==> config.mk <==
export PLATFORM = sky130hd
export DESIGN_NAME = demux_rr_sequencer
export DESIGN_NICKNAME = d
export VERILOG_FILES = /design/src/rtl/demux_seq_pkg.sv /design/src/rtl/demux_next_ch.sv /design/src/rtl/demux_rr_sequencer.sv
export SDC_FILE = /design/constraint.sdc
export NUM_CORES = 1
export LEC_CHECK = 0
export BUFFER_PORTS_ARGS = -buffer_cell sky130_fd_sc_hd__buf_4
export CELL_PAD_IN_SITES_DETAIL_PLACEMENT = 1
export CELL_PAD_IN_SITES_GLOBAL_PLACEMENT = 1
export CORE_MARGIN = 3
export CORE_UTILIZATION = 39
export CTS_CLUSTER_SIZE = 8
export DETAILED_ROUTE_END_ITERATION = 16
export GPL_ROUTABILITY_DRIVEN = 0
export PLACE_DENSITY_LB_ADDON = 0.1
export SYNTH_ARGS = -nofsm -noshare
export SYNTH_HDL_FRONTEND = slang
export SYNTH_SLANG_ARGS = --single-unit
==> constraint.sdc <==
create_clock -name clk -period 2.4 [get_ports clk]
set_clock_uncertainty 0.1 [all_clocks]
set_input_delay 0.48 -clock clk [delete_from_list [all_inputs] [get_ports clk]]
set_output_delay 0.48 -clock clk [all_outputs]
set_load 0.02 [all_outputs]
==> src/rtl/demux_seq_pkg.sv <==
// Shared constants and state type for the round-robin demux sequencer.
package demux_seq_pkg;

  localparam int unsigned NUM_CH = 8;
  localparam int unsigned SEL_W  = 3;

  typedef enum logic {
    IDLE = 1'b0,
    RUN  = 1'b1
  } seq_state_t;

endpackage

==> src/rtl/demux_next_ch.sv <==
// Combinational channel finder: nearest enabled channel above cur, lowest
// enabled channel, and whether cur is the highest enabled channel.
module demux_next_ch
  import demux_seq_pkg::*;
(
  input  logic [NUM_CH-1:0] mask,
  input  logic [SEL_W-1:0]  cur,
  output logic [SEL_W-1:0]  nxt,
  output logic [SEL_W-1:0]  first,
  output logic              last
);

  // Descending scans so the last hit is the lowest qualifying index.
  always_comb begin
    nxt   = '0;
    first = '0;
    last  = 1'b1;
    for (int i = int'(NUM_CH) - 1; i >= 0; i--) begin
      if (mask[i]) begin
        first = SEL_W'(i);
        if (i > int'(cur)) begin
          nxt  = SEL_W'(i);
          last = 1'b0;
        end
      end
    end
  end

endmodule

==> src/rtl/demux_rr_sequencer.sv <==
// Round-robin sequencer driving in/sel of a 1:8 demux, with per-channel
// dwell and channel/frame completion strobes.
module demux_rr_sequencer #(
  parameter int unsigned NUM_CH  = 8,
  parameter int unsigned DWELL_W = 4
) (
  input  logic               clk,
  input  logic               rst,
  input  logic               start,
  input  logic               stop,
  input  logic               continuous,
  input  logic [NUM_CH-1:0]  en_mask,
  input  logic [DWELL_W-1:0] dwell,
  input  logic               data_in,
  output logic               in,
  output logic [2:0]         sel,
  output logic               busy,
  output logic               ch_done,
  output logic               frame_done
);

  import demux_seq_pkg::*;

  seq_state_t          state_q, state_d;
  logic [SEL_W-1:0]    sel_q, sel_d;
  logic [DWELL_W-1:0]  cnt_q, cnt_d;
  logic [NUM_CH-1:0]   mask_q, mask_d;
  logic [DWELL_W-1:0]  dwell_q, dwell_d;

  logic [SEL_W-1:0]    run_nxt;
  logic                run_last;
  logic [SEL_W-1:0]    live_first;
  logic [SEL_W-1:0]    unused_run_first;
  logic [SEL_W-1:0]    unused_live_nxt;
  logic                unused_live_last;

  // Advance path works on the latched mask; frame-start path on the live mask.
  demux_next_ch u_adv (
    .mask  (mask_q),
    .cur   (sel_q),
    .nxt   (run_nxt),
    .first (unused_run_first),
    .last  (run_last)
  );

  demux_next_ch u_start (
    .mask  (en_mask),
    .cur   (SEL_W'(0)),
    .nxt   (unused_live_nxt),
    .first (live_first),
    .last  (unused_live_last)
  );

  always_comb begin
    state_d = state_q;
    sel_d   = sel_q;
    cnt_d   = cnt_q;
    mask_d  = mask_q;
    dwell_d = dwell_q;
    unique case (state_q)
      IDLE: begin
        if (start && !stop && (en_mask != '0)) begin
          mask_d  = en_mask;
          dwell_d = dwell;
          sel_d   = live_first;
          cnt_d   = dwell;
          state_d = RUN;
        end
      end
      RUN: begin
        if (stop) begin
          state_d = IDLE;
          sel_d   = '0;
          cnt_d   = '0;
        end else if (cnt_q != '0) begin
          cnt_d = cnt_q - DWELL_W'(1);
        end else if (!run_last) begin
          sel_d = run_nxt;
          cnt_d = dwell_q;
        end else if (continuous && (en_mask != '0)) begin
          // Back-to-back frame: re-latch settings with no gap cycle.
          mask_d  = en_mask;
          dwell_d = dwell;
          sel_d   = live_first;
          cnt_d   = dwell;
        end else begin
          state_d = IDLE;
          sel_d   = '0;
        end
      end
      default: state_d = IDLE;
    endcase
  end

  always_ff @(posedge clk) begin
    if (rst) begin
      state_q <= IDLE;
      sel_q   <= '0;
      cnt_q   <= '0;
      mask_q  <= '0;
      dwell_q <= '0;
    end else begin
      state_q <= state_d;
      sel_q   <= sel_d;
      cnt_q   <= cnt_d;
      mask_q  <= mask_d;
      dwell_q <= dwell_d;
    end
  end

  assign busy       = (state_q == RUN);
  assign sel        = sel_q;
  assign in         = data_in & busy;
  assign ch_done    = busy && (cnt_q == '0) && !stop;
  assign frame_done = ch_done && run_last;

endmodule

==> results.txt, run 1 <==
root buffer cell - clkbuf_4
IO Port Bufs - 24
ANT cells - 0
Site Rows - 20
post-CTS setup buffers - 0
Ports - 25
Via density - 5.829
Synth top area share - 0.2969
cell taking the most area after synthesis - dfxtp_1
Min-Delay Endpoint - dwell_q[3]
Core Region - 0.003103 mm^2
VDD IR-drop max - 247.8 uV
Reg-to-Reg End - dwell_q[1]
post-DP HPWL - 3.327 mm
DRT antenna net count - 0
crit path time final - 2.303 ns
ys async rst share - 0
WL/cell - 17.08 um
hold_sp - dwell[3]
Starting Density - 0.4129
launching point of the worst reg2reg path - sel[0]
gr ovfl total - 0
wire length of the first global-routing pass - 6.906 mm
# fillers - 427
Slew Viols, Final - 0
Pwr Total - 0.8225 mW
CTS Hold Bufs - 0
clk slew on worst S/H paths - 0.11 ns
FF/Latch Area - 386.6 um^2
Worst-Skew Late Latency - 0.30 ns
wirelength, routed - 4.100 mm
CP Capture Type - output pin
DIE WIDTH - 63.32 um
final-report hold violation count - 0
CTS buffer count - 3
Max Fclk - 434.3 MHz
Hold Path Cell Cnt - 3
CP arrival - 1.72 ns
pin count of the biggest net entering global routing - 21
Pwr Density - 512.8 mW/mm^2
number of synthesized register bits - 19
Crit path required time - 1.82 ns
synthesized cell area - 0.001281 mm^2
Reg2Reg Setup Slack - 0.14 ns
DRC violations left - 0
clk sink count - 19
Tcrit/Tclk final - 0.9595
share of layout cells above drive strength 1 - 0.2551
CP startpoint kind - flop
Layout Nets - 217
post-synth net total - 184
worst reg-to-reg path cell count - 8
Die ar. - 0.004009 mm^2
drt pass-1 iters - 4
Crit Path Class - flop to output pin
final instance area - 0.001604 mm^2
Yosys Warn Count - 0
Post-synth top flop - dfxtp_1
post-synthesis cell count - 164
Worst-Margin Slew - 0.4671 ns
Post-synth EDFFs - 0
post-synthesis sequential area ratio - 0.2969
Die Height - 63.32 um
CTS tree - yes
area delta synth->final - 25.20%
area of the multi-input gates - 847.1 um^2
initial antenna violation count - 0
final setup vio count - 0
status - complete, no violations
Syn Area/Cell - 7.812 um^2
Worst slew margin - 0.6886
Synth cell types - 43
GRT Resource Usage Total - 0.2180
Leak - 0.6386 nW
DP Area - 0.001560 mm^2
Area contributors post-synth - dfxtp_1 30%, mux2i_1 9.4%, nor2_1 8.2%
maximum root-to-sink buffer count - 2
critical path peak fanout - 10
vias in the first global route - 1423
initial DRC count - 62
H-tree levels - 1
Hold WC Path Type - primary input to flop
via count - 1399
Max Cap Viol - 0
-- final cells by class --
class,count,share of cell area
Clock buffer,4,0.01638
Multi-Input combinational cell,131,0.5281
Timing Repair Buffer,35,0.1638
Inverter,7,0.01638
Sequential cell,19,0.2410
Tap cell,44,0.03432
-- worst max path at each step --
| stage | startpoint | to | slack (ns) | depth (start not counted) |
|---|---|---|---|---|
| 2_1_floorplan | sel[0] | frame_done | 0.02 | 6 |
| 3_3_place_gp | sel[1] | mask_q[7] | 0.18 | 8 |
| 3_5_place_dp | sel[1] | dwell_q[1] | 0.08 | 8 |
| 4_1_cts | sel[2] | frame_done | 0.02 | 5 |
| 5_1_grt | sel[0] | frame_done | -0.001 | 6 |
| 6_report | sel[0] | frame_done | 0.1 | 6 |
-- cell families (layout without fill, tap and decap cells) --
kind of cell / count (synthesis) / in the layout / share of synthesized area
and+or+nand+nor: 65 / 65 / 0.2480
AOI/OAI and AO/OA: 51 / 51 / 0.2842
DFF: 19 / 19 / 0.2969
buffers and inverters: 14 / 46 / 0.05078
muxes: 12 / 12 / 0.09375
adders and majority gates: 2 / 2 / 0.01953
xor gates and xnor gates: 1 / 1 / 0.006837
-- sequential cells by signal, indices dropped and copies added, names as in the netlist --
register	cells
cnt_q	4
busy	1
mask_q	7
dwell_q	4
sel	3
-- Yosys cell counts (2+ instances only) --
cell type	number
mux2i_1	12
o21ai_0	6
or4_1	3
inv_1	7
a221o_1	2
a31oi_1	5
o21bai_1	2
a311oi_1	2
nand3_1	2
ha_1	2
a221oi_1	2
buf_4	3
and2_1	2
a211o_1	2
nor4_1	2
a21oi_1	14
nor2b_1	4
nand2b_1	4
nor2_1	28
dfxtp_1	19
nor3_1	4
nand2_1	8
a211oi_1	4
or3_1	4
clkbuf_1	3
-- stage by stage --
step	setup WS, ns	setup TNS, ns	std cells	hold slack (ns)	utilization
floorplan	0.01909	0	164	0.3535	-
global placement	0.1790	0	236	0.3839	0.5028
detailed placement	0.08014	0	236	0.4032	0.5028
CTS	0.02086	0	240	0.3192	0.5133
global route	-0.001065	-0.001065	240	0.3474	0.5169
finish	0.09722	0	240	0.3270	0.5169
-- power breakdown --
group / switching (mW) / leakage, nW / total [mW] / internal (mW)
clock: 0.104 / 0.0150 / 0.169 / 0.0648
sequential: 0.0312 / 0.158 / 0.370 / 0.339
combinational: 0.154 / 0.466 / 0.283 / 0.129
-- cell usage in the layout, fill, tap and decap left out, drive strengths merged --
cell type | Yosys | final
o2bb2ai | 1 | 1
xnor2 | 1 | 1
and2 | 2 | 2
a31oi | 5 | 5
a21oi | 14 | 14
mux2i | 12 | 12
nand2 | 8 | 8
o21a | 1 | 1
inv | 7 | 7
o22ai | 1 | 1
nor2b | 4 | 4
o21bai | 2 | 2
o41ai | 2 | 2
or4 | 3 | 3
nand3 | 2 | 2
a311oi | 3 | 3
a211o | 2 | 2
o21ai | 7 | 7
and3 | 1 | 1
nand2b | 4 | 4
ha | 2 | 2
a221o | 2 | 2
o31ai | 1 | 1
nor2 | 28 | 28
or3b | 2 | 2
o311ai | 1 | 1
or3 | 4 | 4
a21o | 1 | 1
a41oi | 1 | 1
a211oi | 4 | 4
buf | 4 | 35
nand4 | 1 | 1
nor3 | 4 | 4
nor4 | 2 | 2
dfxtp | 19 | 19
clkbuf | 3 | 4
a221oi | 2 | 2
a22oi | 1 | 1
-- per-layer routing --
| layer | wire length, um | vias to the layer above | GRT usage |
|---|---|---|---|
| met5 | 0 | - | 0 |
| met4 | 57 | 0 | 0.06199 |
| met3 | 137 | 9 | 0.03209 |
| met2 | 1982 | 38 | 0.3650 |
| met1 | 1923 | 676 | 0.2904 |
| li1 | - | 676 | - |
-- critical path, cell delays in order, from the launching register on --
cell and delay [ns]:
dfxtp_2 0.44, nor2b_1 0.07, o21ai_0 0.27, o21a_2 0.26, nand2_1 0.08, nor2_1 0.13
buf_4 0.16
-- what timing repair did --
item / in CTS / in global routing
hold endpoints to repair: 0 / 0
setup endpoints to repair: 1 / 3
resized for setup: 3 / 5
gates cloned: 0 / 0
Note: power is estimated with default switching activity, not from simulation.
==> inputs of run 2 (changes only) <==
clock period = 2.2 ns   (was 2.4 ns; I/O delays follow)
==> results.txt, run 2 (same netlist as run 1, synthesis figures left out) <==
ANT cells - 0
wire length of the first global-routing pass - 7.465 mm
VDD IR-drop max - 291.7 uV
share of layout cells above drive strength 1 - 0.3458
final-report hold violation count - 0
launching point of the worst reg2reg path - sel[2]
DRT antenna net count - 0
Core Region - 0.003103 mm^2
H-tree levels - 1
slowest CP cell - or3b_1
largest reg by FF count - mask_q
most frequent cells in the layout - 51 x buf_4, 27 x nor2_1, 15 x dfxtp_1
critical-path cell list - or3b_1 -> a21oi_2 -> buf_4 -> a221oi_4 -> nand2_2 -> nor2_2 -> buf_6
Layout Nets - 235
CP startpoint kind - flop
Worst Slack Setup Final - -0.04901 ns
DIE WIDTH - 63.32 um
worst reg-to-reg path cell count - 7
via count - 1537
root buffer cell - clkbuf_4
DRC violations left - 0
biggest regs - mask_q x7, cnt_q x4, dwell_q x4
RSZ-0062 raised after global routing - true
Site Rows - 20
Starting Density - 0.4129
gr ovfl total - 0
Leak - 0.7366 nW
Worst slew margin - 0.6180
clk slew on worst S/H paths - 0.12 ns
pin count of the biggest net entering global routing - 21
final setup vio count - 4
WL/cell - 18.61 um
Reg2Reg Setup Slack - -0.03 ns
vias in the first global route - 1553
area of the multi-input gates - 895.9 um^2
wirelength, routed - 4.802 mm
dpl ws - -0.04237 ns
Via density - 5.957
Tcrit/Tclk final - 1.022
clk sink count - 19
Reg-to-Reg End - mask_q[1]
worst path bufs/invs - 2
Crit path max-delay family - simple AND/OR/NAND/NOR gates
post-layout util - 0.5806
CTS tree - yes
Max Cap Viol - 0
Hold Path Cell Cnt - 3
post-DP HPWL - 3.236 mm
GRT Resource Usage Total - 0.2396
Ports - 25
# fillers - 405
CP Capture Type - output pin
Max Fclk - 444.6 MHz
FF/Latch Area - 392.9 um^2
Slew Viols, Final - 0
Die Height - 63.32 um
Pwr Density - 554.0 mW/mm^2
area delta synth->final - 40.63%
Min-Delay Endpoint - dwell_q[3]
Worst-Skew Late Latency - 0.31 ns
Worst-Margin Slew - 0.5730 ns
hold_sp - dwell[3]
most common cell after layout, fill and taps aside - buf_4
IO Port Bufs - 24
critical path peak fanout - 6
failing checks - setup timing
crit path time final - 2.249 ns
Crit Path Class - flop to output pin
slowest stage delay, CP - 0.40 ns
CTS buffer count - 3
Crit path required time - 1.66 ns
initial antenna violation count - 0
status - finished, violations left
max FFs per register - 7
CP arrival - 1.71 ns
initial DRC count - 55
Die ar. - 0.004009 mm^2
Hold WC Path Type - primary input to flop
drt pass-1 iters - 4
maximum root-to-sink buffer count - 2
-- run 2: cell types whose count changed in the layout (fill, tap and decap cells not counted), moves of 2 or more --
cell | before | now
o21ai_1 | 1 | 4
nand2_1 | 8 | 6
nand2_2 | 0 | 2
a211oi_2 | 0 | 2
dfxtp_4 | 0 | 3
a211oi_1 | 4 | 2
buf_4 | 35 | 51
dfxtp_2 | 5 | 1
buf_6 | 0 | 2
o21ai_0 | 6 | 3
-- run 2: cell type report --
cell class	count	area share
Tap cell	44	0.03056
Sequential cell	19	0.2181
Clock buffer	4	0.01458
Timing Repair Buffer	53	0.2250
Inverter	7	0.01458
Multi-Input combinational cell	131	0.4972
-- run 2: per-stage QoR --
| stage | setup TNS (ns) | area [um^2] | instances | hold WS (ns) | power, mW |
|---|---|---|---|---|---|
| detailed placement | -0.08007 | 1610 | 241 | 0.3967 | 0.7268 |
| finish | -0.09255 | 1802 | 258 | 0.2647 | 0.9982 |
| floorplan | 0 | 1297 | 164 | 0.3535 | 0.5862 |
| global placement | 0 | 1610 | 241 | 0.3888 | 0.7130 |
| global route | -0.8768 | 1802 | 258 | 0.2785 | 1.057 |
| CTS | -0.04144 | 1742 | 255 | 0.2580 | 0.9622 |
-- run 2: per-layer routing --
layer,global-route usage,part of all wire
met1,0.3166,0.43
met2,0.3821,0.49
met3,0.03030,0.055
met4,0.1213,0.028
met5,0,0
-- run 2: power by group --
part	total (mW)	internal (mW)	switching, mW	leakage (nW)
clock	0.191	0.0709	0.120	0.0150
combinational	0.408	0.197	0.211	0.563
sequential	0.399	0.368	0.0301	0.158
-- run 2: worst max-delay path by stage --
| stage | slack (ns) | start | cells past startpoint | to |
|---|---|---|---|---|
| floorplan | 0.02 | sel[0] | 7 | sel[0] |
| global placement | 0.009 | sel[1] | 6 | sel[0] |
| detailed placement | -0.04 | en_mask[1] | 8 | cnt_q[1] |
| CTS | -0.04 | sel[1] | 7 | frame_done |
| global route | -0.13 | sel[1] | 7 | frame_done |
| finish | -0.05 | sel[1] | 7 | frame_done |
-- run 2: worst min-delay path, stage by stage --
cell     delay, ns
buf_4         0.08
mux2i_1       0.06
nor2_1        0.07
-- run 2: timing repair --
action,4_1_cts,5_1_grt
hold buffers,0,0
endpoints found under the setup margin,4,19
pin swaps,4,2
gates resized for setup,9,10
setup buffers,10,3
